[src/rtl/painel_rolagem_mux_if.sv]
// Bus between the scrolling-display mux and its environment: tick/pause inputs and the
// registered display outputs. clk/rst are kept as plain ports on the module.
interface painel_rolagem_mux_if;
    logic       tick_scan;    // 1-cycle pulse, advances the active digit
    logic       tick_scroll;  // 1-cycle pulse, advances the scroll pointer
    logic       pause;        // level, freezes scrolling
    logic [3:0] an;           // digit anodes, active-low, one-hot-low
    logic [6:0] seg;          // segments {g,f,e,d,c,b,a}, active-low
    logic [4:0] pos;          // scroll pointer
    logic       wrap;         // 1-cycle pulse on pointer wrap

    modport master (
        output tick_scan, tick_scroll, pause,
        input  an, seg, pos, wrap
    );

    modport slave (
        input  tick_scan, tick_scroll, pause,
        output an, seg, pos, wrap
    );
endinterface

[src/rtl/painel_rolagem_mux.sv]
// Scrolling-message driver for a 4-digit multiplexed 7-segment display.
// tick_scan / tick_scroll are enable pulses in the clk domain, never clocks.
// Optional feature: define PAINEL_BLINK_EN to blink the display while the
// start of the message is held after a wrap.
module painel_rolagem_mux #(
    parameter int unsigned MSG_LEN  = 16,  // 4..32
    parameter int unsigned N_DIG    = 4,   // fixed at 4
    parameter int unsigned HOLD_TKS = 3    // 0 disables HOLD
) (
    input logic                 clk,
    input logic                 rst,
    painel_rolagem_mux_if.slave bus
);

    typedef enum logic [1:0] {StRun, StPause, StHold} state_e;

    localparam logic [4:0] PosLast  = 5'(MSG_LEN - 1);
    localparam logic [5:0] MsgLen6  = 6'(MSG_LEN);
    localparam logic [1:0] DigLast  = 2'(N_DIG - 1);
    localparam logic [7:0] HoldInit = 8'(HOLD_TKS);

    // Message ROM, 5-bit character codes (0-9 digits, 10-25 A-P, 31 blank).
    function automatic logic [4:0] rom_code(input logic [4:0] idx);
        logic [4:0] c;
        case (idx)
            5'd0:  c = 5'd17;  // H
            5'd1:  c = 5'd14;  // E
            5'd2:  c = 5'd21;  // L
            5'd3:  c = 5'd21;  // L
            5'd4:  c = 5'd24;  // O
            5'd5:  c = 5'd31;
            5'd6:  c = 5'd0;
            5'd7:  c = 5'd1;
            5'd8:  c = 5'd2;
            5'd9:  c = 5'd3;
            5'd10: c = 5'd4;
            5'd11: c = 5'd5;
            5'd12: c = 5'd6;
            5'd13: c = 5'd7;
            5'd14: c = 5'd8;
            5'd15: c = 5'd9;
            5'd16: c = 5'd31;
            5'd17: c = 5'd25;  // P
            5'd18: c = 5'd10;  // A
            5'd19: c = 5'd18;  // I
            5'd20: c = 5'd23;  // N
            5'd21: c = 5'd14;  // E
            5'd22: c = 5'd21;  // L
            5'd23: c = 5'd31;
            5'd24: c = 5'd10;
            5'd25: c = 5'd11;
            5'd26: c = 5'd12;
            5'd27: c = 5'd13;
            5'd28: c = 5'd15;
            5'd29: c = 5'd16;
            5'd30: c = 5'd19;
            default: c = 5'd20;
        endcase
        return c;
    endfunction

    // Character code to active-low segment pattern; codes 26..31 are blank.
    function automatic logic [6:0] glyph(input logic [4:0] code);
        logic [6:0] p;  // active-high {g..a}
        case (code)
            5'd0:  p = 7'h3F;
            5'd1:  p = 7'h06;
            5'd2:  p = 7'h5B;
            5'd3:  p = 7'h4F;
            5'd4:  p = 7'h66;
            5'd5:  p = 7'h6D;
            5'd6:  p = 7'h7D;
            5'd7:  p = 7'h07;
            5'd8:  p = 7'h7F;
            5'd9:  p = 7'h6F;
            5'd10: p = 7'h77;
            5'd11: p = 7'h7C;
            5'd12: p = 7'h39;
            5'd13: p = 7'h5E;
            5'd14: p = 7'h79;
            5'd15: p = 7'h71;
            5'd16: p = 7'h3D;
            5'd17: p = 7'h76;
            5'd18: p = 7'h30;
            5'd19: p = 7'h1E;
            5'd20: p = 7'h75;
            5'd21: p = 7'h38;
            5'd22: p = 7'h37;
            5'd23: p = 7'h54;
            5'd24: p = 7'h5C;
            5'd25: p = 7'h73;
            default: p = 7'h00;
        endcase
        return ~p;
    endfunction

    state_e     state_q, state_d;
    logic [4:0] pos_q, pos_d;
    logic [1:0] dig_q, dig_d;
    logic [7:0] hold_q, hold_d;
    logic [3:0] an_q, an_d;
    logic [6:0] seg_q, seg_d;
    logic       wrap_q, wrap_d;
    logic [5:0] char_sum;
    logic [4:0] char_idx;

`ifdef PAINEL_BLINK_EN
    logic blink_q, blink_d;
`endif

    // Scroll FSM next state; only a tick_scroll can move it.
    always_comb begin
        state_d = state_q;
        pos_d   = pos_q;
        hold_d  = hold_q;
        wrap_d  = 1'b0;
        if (bus.tick_scroll) begin
            unique case (state_q)
                StRun: begin
                    if (bus.pause) begin
                        state_d = StPause;
                    end else if (pos_q == PosLast) begin
                        pos_d  = 5'd0;
                        wrap_d = 1'b1;
                        if (HoldInit != 8'd0) begin
                            hold_d  = HoldInit;
                            state_d = StHold;
                        end
                    end else begin
                        pos_d = pos_q + 5'd1;
                    end
                end
                StPause: begin
                    // Pointer only moves on the tick after leaving PAUSE.
                    if (!bus.pause) state_d = StRun;
                end
                StHold: begin
                    hold_d = hold_q - 8'd1;
                    if (hold_q == 8'd1) state_d = StRun;
                end
                default: state_d = StRun;
            endcase
        end
    end

    // Digit scanner and registered anode/segment next values.
    always_comb begin
        dig_d = dig_q;
        if (bus.tick_scan) dig_d = (dig_q == DigLast) ? 2'd0 : dig_q + 2'd1;
        // (pos + 3 - dig) mod MSG_LEN: sum < 2*MSG_LEN, so one subtract suffices.
        char_sum = {1'b0, pos_q} + {4'd0, 2'd3 - dig_q};
        char_idx = (char_sum >= MsgLen6) ? 5'(char_sum - MsgLen6) : char_sum[4:0];
        an_d     = ~(4'b0001 << dig_q);
        seg_d    = glyph(rom_code(char_idx));
`ifdef PAINEL_BLINK_EN
        if (state_q == StHold && blink_q) seg_d = 7'h7F;
`endif
    end

`ifdef PAINEL_BLINK_EN
    // Blink phase toggles once per full scan pass and restarts on HOLD exit.
    always_comb begin
        blink_d = blink_q;
        if (bus.tick_scan && dig_q == DigLast) blink_d = ~blink_q;
        if (state_q == StHold && state_d != StHold) blink_d = 1'b0;
    end
`endif

    // State registers with synchronous reset.
    always_ff @(posedge clk) begin
        if (rst) begin
            state_q <= StRun;
            pos_q   <= 5'd0;
            dig_q   <= 2'd0;
            hold_q  <= 8'd0;
            an_q    <= 4'b1110;
            seg_q   <= 7'h7F;
            wrap_q  <= 1'b0;
`ifdef PAINEL_BLINK_EN
            blink_q <= 1'b0;
`endif
        end else begin
            state_q <= state_d;
            pos_q   <= pos_d;
            dig_q   <= dig_d;
            hold_q  <= hold_d;
            an_q    <= an_d;
            seg_q   <= seg_d;
            wrap_q  <= wrap_d;
`ifdef PAINEL_BLINK_EN
            blink_q <= blink_d;
`endif
        end
    end

    assign bus.an   = an_q;
    assign bus.seg  = seg_q;
    assign bus.pos  = pos_q;
    assign bus.wrap = wrap_q;

endmodule

[src/flat_wrapper.sv]
// flat-port wrapper written by rule: the top's interface ports become plain ports
module painel_rolagem_mux_flat 
#(
    parameter int unsigned MSG_LEN  = 16,          
    parameter int unsigned N_DIG    = 4,                
    parameter int unsigned HOLD_TKS = 3                      
)
  (clk, rst, bus_tick_scan, bus_tick_scroll, bus_pause, bus_an, bus_seg, bus_pos, bus_wrap);
  painel_rolagem_mux_if bus_i ();
  input logic clk;
  input logic rst;
  input wire logic [$bits(bus_i.tick_scan)-1:0] bus_tick_scan;
  input wire logic [$bits(bus_i.tick_scroll)-1:0] bus_tick_scroll;
  input wire logic [$bits(bus_i.pause)-1:0] bus_pause;
  output wire logic [$bits(bus_i.an)-1:0] bus_an;
  output wire logic [$bits(bus_i.seg)-1:0] bus_seg;
  output wire logic [$bits(bus_i.pos)-1:0] bus_pos;
  output wire logic [$bits(bus_i.wrap)-1:0] bus_wrap;
  assign bus_i.tick_scan = bus_tick_scan;
  assign bus_i.tick_scroll = bus_tick_scroll;
  assign bus_i.pause = bus_pause;
  assign bus_an = bus_i.an;
  assign bus_seg = bus_i.seg;
  assign bus_pos = bus_i.pos;
  assign bus_wrap = bus_i.wrap;
  painel_rolagem_mux #(.MSG_LEN(MSG_LEN), .N_DIG(N_DIG), .HOLD_TKS(HOLD_TKS)) u_core (.clk(clk), .rst(rst), .bus(bus_i));
endmodule
[config.mk]
export PLATFORM = sky130hd
export DESIGN_NAME = painel_rolagem_mux_flat
export DESIGN_NICKNAME = d
export VERILOG_FILES = /design/src/rtl/painel_rolagem_mux_if.sv /design/src/rtl/painel_rolagem_mux.sv /design/src/flat_wrapper.sv
export SDC_FILE = /design/constraint.sdc
export NUM_CORES = 1
export LEC_CHECK = 0
export ABC_AREA = 1
export ABC_CLOCK_PERIOD_IN_PS = 5700
export BUFFER_PORTS_ARGS = -buffer_cell sky130_fd_sc_hd__buf_2
export CAP_MARGIN = 20
export CORE_MARGIN = 1.5
export CORE_UTILIZATION = 55
export DETAILED_ROUTE_END_ITERATION = 10
export HOLD_SLACK_MARGIN = 0.1
export PLACE_DENSITY = 0.75
export SETUP_SLACK_MARGIN = 0.05
export SLEW_MARGIN = 20
export SYNTH_ARGS = -nofsm -noshare
export SYNTH_HDL_FRONTEND = slang
export SYNTH_SLANG_ARGS = --single-unit
[constraint.sdc]
create_clock -name clk -period 5.7 [get_ports clk]
set_input_delay 1.14 -clock clk [delete_from_list [all_inputs] [get_ports clk]]
set_output_delay 1.14 -clock clk [all_outputs]
set_load 0.05 [all_outputs]
After elaboration in Yosys (flattened, before gate mapping)
Memory sizes are Yosys's and may differ from the RTL's. Cells that the tools add are included. Widths: inputs -> output; s select.

Register bits: 29. Latch bits: 0. RAM bits: 0. Bits in read-only memories: 384. Bits of input ports: 5. Output and inout bits: 17. Logic and storage cells: 50. Memories kept: 2.

Add/sub/neg operators: 6. Multipliers: 0. Div/mod/pow operators: 0. $lt $le $gt $ge: 1. Equality and inequality tests: 10. Shift-type cells: 1. Multiplexer cells: 12. Bitwise operators: 5. Reductions and logical operators: 6.

Memory list: (no name shown) (words 32, bits a word 7, read ports 1, clocked after Yosys merged registers in 0, wr ports 0, line painel_rolagem_mux.sv:65) `case (code)`; (no name shown) (words 32, bits a word 5, read ports 1, clocked after Yosys merged registers in 0, wr ports 0, line painel_rolagem_mux.sv:25) `case (idx)`.

Operators with widths (count): $mux 8 (2); $pmux 8 s2 (1); $mux 2 (5); $mux 5 (2); $eq 8x1->1 const B (1); $reduce_and 4->1 (2); $sub 8x1->8 const B (1); $not 7->7 (1); $add 5x2->6 (1); $ge 6x5->1 const B (1); $pmux 2 s3 (1); $add 5x1->5 const B (1); $eq 5x4->1 const B (1); $sub 5x5->5 const B (1); $eq 2x2->1 const B (2); $ne 2x1->1 const B (2); $ne 2x2->1 const B (2); $not 4->4 (1); $reduce_or 4->1 (1); $shl 1x2->4 const A (1); $ne 3x2->1 const B (1); $not 1->1 (3); $reduce_and 3->1 (1); $add 2x1->2 const B (1); 5 further kinds (5).

Depth between registers and ports, before layout
An unclocked memory read counts as a cell.

Word-level depth: 7. Depth in mapped cells: 20. Gate-level depth less buffers: 20.

Worst setup path after synthesis
Ideal clock, no wire load.

Path type: reg-to-reg. From: reg u_core.pos_q[0] (netlist: u_core.bus.pos[0]). To: reg u_core.seg_q[0] (netlist: u_core.bus.seg[0]). Library setup time: 0.120 ns. Data arrival time: 2.881 ns. Required time: 5.580 ns. Path slack: 2.700 ns. Stages on the path, launching flop included: 17. Buffers on the path: 0. Clock period less this slack: 3.000 ns. Cells stage by stage: dfxtp_1 > ha_1 > inv_1 > fa_1 > ha_1 > inv_1 > o21ai_0 > nand2_1 > nand2_1 > nand2_1 > nand2_1 > inv_1 > ha_1 > nand3_1 > nand3_1 > nand3_1 > nand3_1.

Word-level cells in the longest chain between the ends: 6. Elaborated cells on any way between the ends: 7. Classes of those cells: add/sub (2); order compare (1); mux (1); bitwise (1); memory (2).

RTL lines: start, declared (line painel_rolagem_mux.sv:98) `logic [4:0] pos_q, pos_d;`; start signal, assigned (line painel_rolagem_mux.sv:184) `pos_q <= pos_d;`; $add 5x2->6 (*) (line painel_rolagem_mux.sv:151) `char_sum = {1'b0, pos_q} + {4'd0, 2'd3 - dig_q};`; $sub 5x5->5 / $ge 6x5->1 (equally long branches) (line painel_rolagem_mux.sv:152) `char_idx = (char_sum >= MsgLen6) ? 5'(char_sum - MsgLen6) : char_sum[4:0];`; $mux 5 (*) (line painel_rolagem_mux.sv:152); $mem_v2 32x5 (*); $mem_v2 32x7 (*); $not 7->7 (*) (line painel_rolagem_mux.sv:94) `return ~p;`; end signal, assigned (line painel_rolagem_mux.sv:188) `seg_q <= seg_d;`; end, declared (line painel_rolagem_mux.sv:102) `logic [6:0] seg_q, seg_d;`.

Mark *: on every way between the ends. The rest lies on a longest branch, timed or not. A chain may end at the register's enable or synchronous reset.

Worst setup path after layout
From: reg u_core.dig_q[0]. To: reg u_core.seg_q[0] (netlist: u_core.bus.seg[0]).

Word-level cells in the longest chain between the ends: 7. Elaborated cells on any way between the ends: 8. Classes of those cells: add/sub (3); order compare (1); mux (1); bitwise (1); memory (2).

RTL lines: start, declared (line painel_rolagem_mux.sv:99) `logic [1:0] dig_q, dig_d;`; start signal, assigned (line painel_rolagem_mux.sv:185) `dig_q <= dig_d;`; $sub 2x2->2 (*) (line painel_rolagem_mux.sv:151); $add 5x2->6 (*) (line painel_rolagem_mux.sv:151); $sub 5x5->5 / $ge 6x5->1 (equally long branches) (line painel_rolagem_mux.sv:152); $mux 5 (*) (line painel_rolagem_mux.sv:152); $mem_v2 32x5 (*); $mem_v2 32x7 (*); $not 7->7 (*) (line painel_rolagem_mux.sv:94).

Marked as above.

==> results.md <==
- Asr flop ratio synth: 0%
- Hold_ws: between 0.4 and 0.5 ns
- Rows: 21
- Vias per cell: about 5.1
- Setup_tns: 0 ns
- Initial Utilization: about 59%
- Setup violators final: 0
- Total Power: between 0.0006 and 0.0007 W
- CP max FO: 6
- Mean Syn Cell Area: about 6.8 um2
- Number of global-route vias before repair: roughly 1.7k
- Skew final: around 0.011 ns
- Synth cell types: 27
- Total GRT Usage: roughly 22%
- Outcome: finished clean
- CTS max path bufs: 2
- Root Driver: clkbuf_4
- Post-synthesis sequential area ratio: 28.75%
- Post-CTS Hold Fix Bufs: 0
- Top-count cell post-synth: nand2_1
- Post-DRT Antenna Nets: 0
- Adder-Cell Fraction of Synth Area: between 10% and 20%
- Critical path class: reg2reg
- Top-area cell type share of the netlist area: roughly 29%
- Clk Latency, worst-skew pair: between 0.3 and 0.4 ns
- Compound-Gate Fraction of Synth Area: between 10% and 20%
- Final net count: ~350
- Max Cap Violations: 0
- CTS tree: done
- Worst vdd rail ir drop: about 0.18 mV
- Final Max Slew Viols: 0
- CP peak stage delay: just under 0.6 ns
- GP Congestion: between 0.9 and 1
- Largest family of logic cells by synthesized area: simple AND/OR/NAND/NOR gates
- Critical path required time: roughly 6 ns
- Port bufs: 21
- Global-route wire length before repair: roughly 7200 um
- Max-slew headroom: approximately 75%
- EDFF count, synth: 0
- Least-Margin Pin Slew: ~0.37 ns
- DR DRC count: 0
- Die area: approximately 4000 um2
- DR pass1 iterations: 4
- Crit end category: register
- Core Region: between 3000 and 4000 um2
- Most common flop cell mapped by yosys: dfxtp_1
- Xor and xnor area share after synthesis: 0%
- Post-CTS setup buffers: 0
- Post_cts resized: 0
- CTS clk-pin slew, worst paths: 0.11 ns
- Total CTS buffers: 5
- Mapped Cells: 296
- DP Wirelength: approximately 3200 um
- Fmax: ~330 MHz
- Post-layout min period: roughly 3.1 ns
- Seq cells post-synth: 29
- Routed len/inst: approximately 11 um
- Pin count of the biggest net entering global routing: 13
- Crit-path slowest cell: fa_1
- Top cells by count, synth: 77 x nand2_1, 37 x inv_1, 30 x nand3_1
- Mux cell area share after synthesis: 0%
- Syn Nets: roughly 320
- Yosys top cell by area: dfxtp_1
- Startpoint types: register
- Post-Syn Area: roughly 2000 um2
- Cell Count Post-Placement: 360
- Final Hold Viols: 0
- N_diodes: 0
- Leakage: 1.130 nW
- Total I/O pin count: 22
- Htree depth: 2
- Fin cells: 368
- Unrepaired setup endpoints after global routing: no
- Clock tree sinks: 29
- Worst path cell trace: inv_1, ha_1, inv_1, fa_1, ha_1, inv_1, o21ai_0, nand2_1, nand2_1, nand2_1, nand2_1, inv_1, ha_1, nand3_1, nand3_1, nand3_1, nand3_1
- Finished layout cell area: between 2000 and 2500 um2
- Top cells by area, synth: dfxtp_1 29%, nand2_1 14%, ha_1 14%
- Routed vias: roughly 1.9k
- Total wire length: 4101 um
- Ys Warns: 0
- DRT iter0 DRCs: ~120
- HP Class: reg2reg
- Power Dens Cells: approximately 300 nW/um2
- Dpl cell area: about 2200 um2
- Area delta synth->final: 9.418%
- Die W: about 64 um
- Post-Synth Simple-Gate Area: a little over a third
- Die height: roughly 64 um
- Critical Path AT: roughly 3.3 ns
- Total grt overflow: 0
- Share of post-route cells with drive strength above 1: between 10% and 20%
- Tcrit/Tclk final: a little over half
- Initial antenna violation count: 0
[logic make-up (layout without fill, tap and decap cells)]
logic type	count (synthesis)	in the layout
buffers and inverters	44	70
flip-flops	29	29
AND/OR/NAND/NOR	157	157
AO/OA/AOI/OAI	43	43
adder cells (fa/ha/maj)	23	23
[area by class of cell]
type,instances,area [um2]
clock buffer,5,37.54
tap,46,57.56
multi-input combinational,223,1256
fill,308,1206
timing repair buffer,21,105.1
clock inverter,3,17.52
sequential,29,580.6
inverter,41,155.1
[report_power, final]
group | leakage (nW) | internal [W] | switching (W)
Clock | 0.0310 | 0.0000464 | 0.0000767
Combinational | 0.861 | 0.0000883 | 0.000224
Sequential | 0.237 | 0.000223 | 0.00000732
Total | 1.13 | 0.000358 | 0.000308
[critical path: cells and delay by family, from the launching register on]
kind,cells,cell delay (ns)
flops,1,0.36
buf+inv,4,0.37
simple gates,8,0.78
compound gates,1,0.18
fa+ha+maj,4,1.25
[metrics by stage]
stage / utilization, % / setup WS (ns)
after global routing: 64.69 / 2.299
after floorplan: - / 2.700
after CTS: 64.69 / 2.641
after detailed placement: 63.08 / 2.653
final: 64.69 / 2.642
after global placement: 63.08 / 2.677
[state kept, by name, indices dropped and copies added, names as in the netlist]
name             count
u_core.hold_q        8
u_core.bus.seg       7
u_core.bus.pos       5
u_core.bus.an        4
u_core.dig_q         2
u_core.state_q       2
u_core.bus.wrap      1
[layer usage]
metal  vias to the layer above  global-route usage, %  wire length [um]
li1                       1005                      -                 -
met1                       832                  29.30              1995
met2                        48                  35.79              1848
met3                         7                  5.000               205
met4                         0                  6.793                52
met5                         -                      0                 0
[path summary, 6_finish.rpt]
path	from	to	slack (ns)	depth (start not counted)
hold reg to reg	u_core.hold_q[6]	u_core.hold_q[6]	0.48	1
hold / removal	u_core.hold_q[6]	u_core.hold_q[6]	0.48	1
setup / recovery	u_core.dig_q[0]	u_core.bus.seg[0]	2.64	17
setup reg to reg	u_core.dig_q[0]	u_core.bus.seg[0]	2.64	17
[cell usage in the layout (no fill, tap or decap), types with 2 or more instances in the layout]
cell	Yosys	final
nand2_1	77	77
a21oi_1	20	20
buf_2	0	21
o21ai_0	16	16
nand2_4	6	6
o21ai_1	2	2
inv_1	37	37
ha_1	22	22
a211oi_1	2	2
inv_2	2	2
a31oi_1	2	2
nand2_2	8	8
nor3_1	3	3
dfxtp_1	29	29
clkbuf_4	0	5
nor2_1	24	24
nand3_1	30	30
clkinv_2	1	3
nand4_1	4	4
Power figures use the tool's default switching activity.
